===== config.mk =====
export PLATFORM = sky130hd
export DESIGN_NAME = getir_birimi
export DESIGN_NICKNAME = d
export VERILOG_FILES = /design/src/rtl/getir_birimi.sv
export SDC_FILE = /design/constraint.sdc
export NUM_CORES = 1
export LEC_CHECK = 0
export ABC_AREA = 1
export ABC_CLOCK_PERIOD_IN_PS = 11160
export CAP_MARGIN = 15
export CORE_MARGIN = 10
export CORE_UTILIZATION = 50
export DETAILED_ROUTE_END_ITERATION = 6
export GPL_TIMING_DRIVEN = 0
export PLACE_DENSITY = 0.83
export SLEW_MARGIN = 20
export SYNTH_ARGS = -nofsm -noshare
export SYNTH_HDL_FRONTEND = slang
export SYNTH_SLANG_ARGS = --single-unit

===== constraint.sdc =====
create_clock -name clk_i -period 11.16 [get_ports clk_i]
set_input_delay 1.116 -clock clk_i [delete_from_list [all_inputs] [get_ports clk_i]]
set_output_delay 1.116 -clock clk_i [all_outputs]
set_load 0.05 [all_outputs]

===== src/rtl/getir_birimi.sv =====
// rtl/getir_birimi.sv - fetch stage: owns the PC, drives the cache request, buffers {PC, instr} for decode
module getir_birimi #(
  parameter logic [31:0] BASLANGIC_ADRESI = 32'h4000_0000,
  parameter int          TAMPON_DERINLIK  = 2
) (
  input  logic        clk_i,
  input  logic        rst_i,
  input  logic        dallanma_gecerli_i,
  input  logic [31:0] dallanma_adres_i,
  input  logic        cozme_durdur_i,
  input  logic [31:0] bbellek_buyruk_i,
  input  logic        bbellek_buyruk_hazir_i,
  output logic [31:0] bbellek_adres_o,
  output logic        bbellek_durdur_o,
  output logic        bbellek_ps_guncellendi_o,
  output logic [31:0] buyruk_o,
  output logic [31:0] buyruk_ps_o,
  output logic        buyruk_gecerli_o
);

  localparam int PW = (TAMPON_DERINLIK > 1) ? $clog2(TAMPON_DERINLIK) : 1;
  localparam int CW = $clog2(TAMPON_DERINLIK + 1);
  localparam logic [CW-1:0] DOLU    = CW'(TAMPON_DERINLIK);
  localparam logic [CW-1:0] ESIK    = CW'(TAMPON_DERINLIK - 1);
  localparam logic [PW-1:0] SON_IDX = PW'(TAMPON_DERINLIK - 1);

  logic [31:0]   r_pc;
  logic [31:0]   r_ps_mem     [TAMPON_DERINLIK];
  logic [31:0]   r_buyruk_mem [TAMPON_DERINLIK];
  logic [PW-1:0] r_wr_ptr;
  logic [PW-1:0] r_rd_ptr;
  logic [CW-1:0] r_count;

  logic          w_bos;
  logic          w_push;
  logic          w_pop;
  logic [PW-1:0] w_wr_sonraki;
  logic [PW-1:0] w_rd_sonraki;

  // A redirect squashes both the arriving cache word and any decode pop.
  assign w_bos        = (r_count == '0);
  assign w_push       = bbellek_buyruk_hazir_i && !dallanma_gecerli_i && (r_count != DOLU);
  assign w_pop        = !w_bos && !cozme_durdur_i && !dallanma_gecerli_i;
  assign w_wr_sonraki = (r_wr_ptr == SON_IDX) ? '0 : r_wr_ptr + 1'b1;
  assign w_rd_sonraki = (r_rd_ptr == SON_IDX) ? '0 : r_rd_ptr + 1'b1;

  always_ff @(posedge clk_i) begin
    if (!rst_i) begin
      r_pc     <= BASLANGIC_ADRESI;
      r_count  <= '0;
      r_wr_ptr <= '0;
      r_rd_ptr <= '0;
    end else if (dallanma_gecerli_i) begin
      r_pc     <= {dallanma_adres_i[31:2], 2'b00};
      r_count  <= '0;
      r_wr_ptr <= '0;
      r_rd_ptr <= '0;
    end else begin
      if (w_push) begin
        r_pc     <= r_pc + 32'd4;
        r_wr_ptr <= w_wr_sonraki;
      end
      if (w_pop) begin
        r_rd_ptr <= w_rd_sonraki;
      end
      case ({w_push, w_pop})
        2'b10:   r_count <= r_count + 1'b1;
        2'b01:   r_count <= r_count - 1'b1;
        default: r_count <= r_count;
      endcase
    end
  end

  always_ff @(posedge clk_i) begin
    if (rst_i && w_push) begin
      r_ps_mem[r_wr_ptr]     <= r_pc;
      r_buyruk_mem[r_wr_ptr] <= bbellek_buyruk_i;
    end
  end

  // Stall one entry early so a miss already in flight always has a slot to land in.
  assign bbellek_adres_o          = r_pc;
  assign bbellek_durdur_o         = !dallanma_gecerli_i && (r_count >= ESIK);
  assign bbellek_ps_guncellendi_o = rst_i && dallanma_gecerli_i;
  assign buyruk_gecerli_o         = !w_bos;
  assign buyruk_o                 = w_bos ? '0 : r_buyruk_mem[r_rd_ptr];
  assign buyruk_ps_o              = w_bos ? '0 : r_ps_mem[r_rd_ptr];

endmodule

==> results.txt <==
----------------------------------------------------
[Yosys]
  Cell types with the highest counts after synthesis ... 164 x nor2_1, 130 x nand2_1, 124 x edfxtp_1
  Cell types occupying the most area after synthesis ... edfxtp_1 53%, dfxtp_1 9.9%, nor2_1 8.7%, nand2_1 6.9%, o21ai_0 6.2%
  Synthesized-area fraction occupied by adder cells ... 0.707%
  Avg Cell Area, Syn ... 9.64 sq um
  Primary flip-flop cell chosen by synthesis mapping ... edfxtp_1
  Area share of xor/xnor cells in the synthesized design ... 0.990%
  Combinational family with the most area after synthesis ... simple AND/OR/NAND/NOR gates
  Yosys cell types ... 34
  Netlist Area Pre-Place ... 7080 sq um
  Total number of yosys warnings ... 0
  Yosys top cell by area ... edfxtp_1
  Proportion of netlist area held by the largest area contributor ... 52.6%
  Multiplexer share of the synthesized area ... 0%
  Cell with the most instances after synthesis ... nor2_1
  Simple-Gate Fraction of Synth Area ... 21.3%
  Proportion of register bits with asynchronous set or reset after synthesis ... 0%
  EDFF count, synth ... 124
  Register area share after synthesis ... 62.5%
  Gate Count Post-Synth ... 734
  Post-synthesis sequential element count ... 159
  Fraction of the mapped netlist area in compound gates ... 9.23%

[STA]
  Number of failing hold endpoints at the final stage ... 0
  Period minus WS final ... 4240 ps
  Final clock period utilization by the worst path ... 38.0%
  Final worst clock skew ... 8.49 ps
  Worst Tran Pin Value ... 675 ps
  Unrepaired setup endpoints after global routing ... false
  Setup violation total in the final timing report ... 0
  Pins Over Slew Limit ... 0
  Maximum clock rate ... 236 MHz
  Post-route setup TNS ... 0 ps
  Headroom to the max-slew limit ... 54.8%

[Finish]
  Fraction of final layout cells with drive strength greater than 1 ... 8.79%
  Post-layout net count ... 1004
  Core Util, Final ... 69.9%
  Summed area of non-filler cells in the final layout ... 9710 sq um
  Antenna cell count ... 0
  Layout overhead on the synthesized area ... 37.1%
  Combined area of the multi-input logic cells ... 2300 sq um
  Number of fill cells in the layout ... 1045
  Area occupied by registers ... 4420 sq um

[Critical path]
  Setup Crit Path Kind ... in2out
  Critical Path Source ... dallanma_gecerli_i
  Critical path arrival ... 3130 ps
  Category of cells accounting for the largest share of critical-path delay ... buffers and inverters
  Critical Path Sink Type ... primary output
  Cell mode on critical path ... clkdlybuf4s50_1
  Source of the worst register-to-register timing path ... r_count[0]
  Buffers and inverters on the worst path ... 4
  Slowest stage delay, CP ... 870 ps
  Maximum net fanout on the critical path ... 10
  Sequence of cells on the critical path ... clkdlybuf4s50_1 > buf_4 > nand2_1 > inv_1 > clkdlybuf4s50_1
  Critical-path top delay cell ... clkdlybuf4s50_1
  Required arrival time at the worst endpoint ... 10040 ps
  Critical path startpoint category ... input port

[Global routing]
  M2 GR Usage ... 32.4%
  GR met1 Demand/Resource ... 21.2%
  Overall fraction of global-route tracks in use ... 18.9%
  Via count of the first global-routing pass ... 5564
  Met3 demand-to-capacity share in global routing ... 5.86%
  Grt total ovfl ... 0
  Antenna violations before repair ... 0
  Largest net degree at the start of global routing ... 17
  Most congested layer reported by global routing ... met2
  First-pass GRT wire length ... 29000 microns

[Run]
  Max-cap violation count ... 0

[CTS]
  H-Tree Depth ... 4
  Clock Latency Late Sink ... 420 ps
  Clk slew on worst S/H paths ... 60 ps
  Resize count post-CTS ... 0
  Inserted Clock Buffers ... 17
  Total setup buffers inserted after CTS ... 0
  TritonCTS clock tree ... yes
  CTS sink cnt ... 159
  Library cell used as clock root buffer ... clkbuf_16
  Clock buffer depth ... 2
  Post-CTS Hold Buffers ... 0

[Floorplan]
  Height of the die ... 139 microns
  Die outline area ... 19300 sq um
  Die W ... 139 microns
  Initial core utilization ... 51.0%
  Core Area ... 13900 sq um
  Top-Level Pins ... 168
  Number of placement rows ... 43

[Placement]
  PortBufs ... 161
  Gp weighted congestion ... 0.967
  DP Wirelength ... 14000 microns
  Cell Area, Placed ... 9060 sq um

[Power and ir drop]
  Leakage power figure ... 3.63 nW
  Sequential group share of total power ... 45.1%
  Cell internal pwr ... 1.13 mW
  Net Sw Power ... 0.363 mW
  Combinational power share ... 13.4%
  Cell area power density ... 154 nW/um^2
  Worst-case vdd ir drop ... 0.0000966 V
  Proportion of power drawn by the clock network ... 41.6%
  Sw Ratio ... 24.3%

[Routing]
  Average via count per standard cell ... 5.12
  WL final ... 18800 microns
  Number of iterations in the first detailed-routing pass ... 5
  Number of design rule violations left after detail routing ... 0
  DRC violation total after the first TritonRoute iteration ... 516
  DRT antenna net count ... 0
  Via count ... 5756
  Mean routed wirelength per cell ... 16.7 microns

[Min path]
  Class of the worst hold path ... reg2reg
  Worst min-delay path startpoint ... r_rd_ptr

[Outcome]
  Result of the run ... completed

----------------------------------------------------
-- through the flow --
| step | setup slack, ps | hold WS, ps | std cells | power (mW) |
|---|---|---|---|---|
| floorplan | 4900 | 460 | 737 | 0.799 |
| global placement | 1990 | 475 | 1078 | 0.881 |
| detailed placement | 6940 | 508 | 1092 | 0.884 |
| CTS | 6930 | 522 | 1124 | 1.50 |
| global route | 6840 | 548 | 1124 | 1.54 |
| finish | 6920 | 518 | 1124 | 1.49 |
-- worst paths after layout --
path / cells after the start / slack, ps / endpoint
worst max-delay path: 5 / 6920 / bbellek_ps_guncellendi_o
worst min-delay path: 2 / 520 / r_rd_ptr
worst max register to register: 9 / 8360 / r_buyruk_mem[1][11]
worst min register to register: 2 / 520 / r_rd_ptr
-- worst min-delay path, delay by kind of cell (launching register included) --
family        cells  cell delay, ps
xor+xnor          1              80
flops             1             320
simple gates      1              80
-- layout by cell type (no fill, tap or decap), types with 3 or more instances in the layout --
master	synthesis	routed
buf_6	2	8
nor2_8	3	3
nand2_2	5	5
edfxtp_1	124	124
nand2_1	130	130
nand3_1	25	25
inv_1	53	53
clkbuf_1	21	25
a21oi_1	23	23
bufinv_16	0	5
xor2_1	7	7
inv_2	3	3
clkdlybuf4s50_1	0	161
dfxtp_1	35	35
o21ai_0	88	88
a31oi_1	7	7
clkinv_4	0	3
buf_4	7	15
a22o_1	3	3
clkbuf_16	0	17
nor3_2	1	3
conb_1	1	4
nor2_4	6	6
nor2_2	5	5
nor2_1	164	164
ha_1	4	4
-- cell families after synthesis --
| family | Yosys count |
|---|---|
| XOR/XNOR | 8 |
| other | 1 |
| adder cells (fa/ha/maj) | 4 |
| buffers and inverters | 88 |
| AND/OR/NAND/NOR | 349 |
| flip-flops | 159 |
| AO/OA/AOI/OAI | 125 |
-- state kept, by name, indices dropped and copies added (netlist names), named ones only --
| register | cells |
|---|---|
| bbellek_adres_o | 30 |
| r_wr_ptr | 1 |
| r_rd_ptr | 1 |
| r_ps_mem | 60 |
| r_count | 2 |
| r_buyruk_mem | 64 |
-- power groups by stage --
| stage | Combinational, mW | Clock [mW] | Sequential [mW] |
|---|---|---|---|
| after floorplan | 0.0941 | 0 | 0.705 |
| after global placement | 0.194 | 0 | 0.687 |
| after detailed placement | 0.199 | 0 | 0.685 |
| after CTS | 0.200 | 0.627 | 0.673 |
| after global routing | 0.212 | 0.652 | 0.675 |
| final | 0.200 | 0.621 | 0.673 |
-- area by class of cell --
type / instances / share of cell area (%)
flip-flops and latches: 159 / 45.6
multi-input cells: 490 / 23.7
repair buffers: 175 / 17.9
clock buffers: 22 / 4.68
well taps: 180 / 2.32
inverters: 57 / 2.20
clock inverters: 10 / 1.92
plain buffers: 31 / 1.64
-- per-layer routing --
| layer | wire [microns] | share of wire, % |
|---|---|---|
| met1 | 7390 | 39 |
| met4 | 509 | 2.7 |
| met5 | 0 | 0 |
| met3 | 1490 | 7.9 |
| met2 | 9410 | 50 |
(Power assumes the default switching activity.)
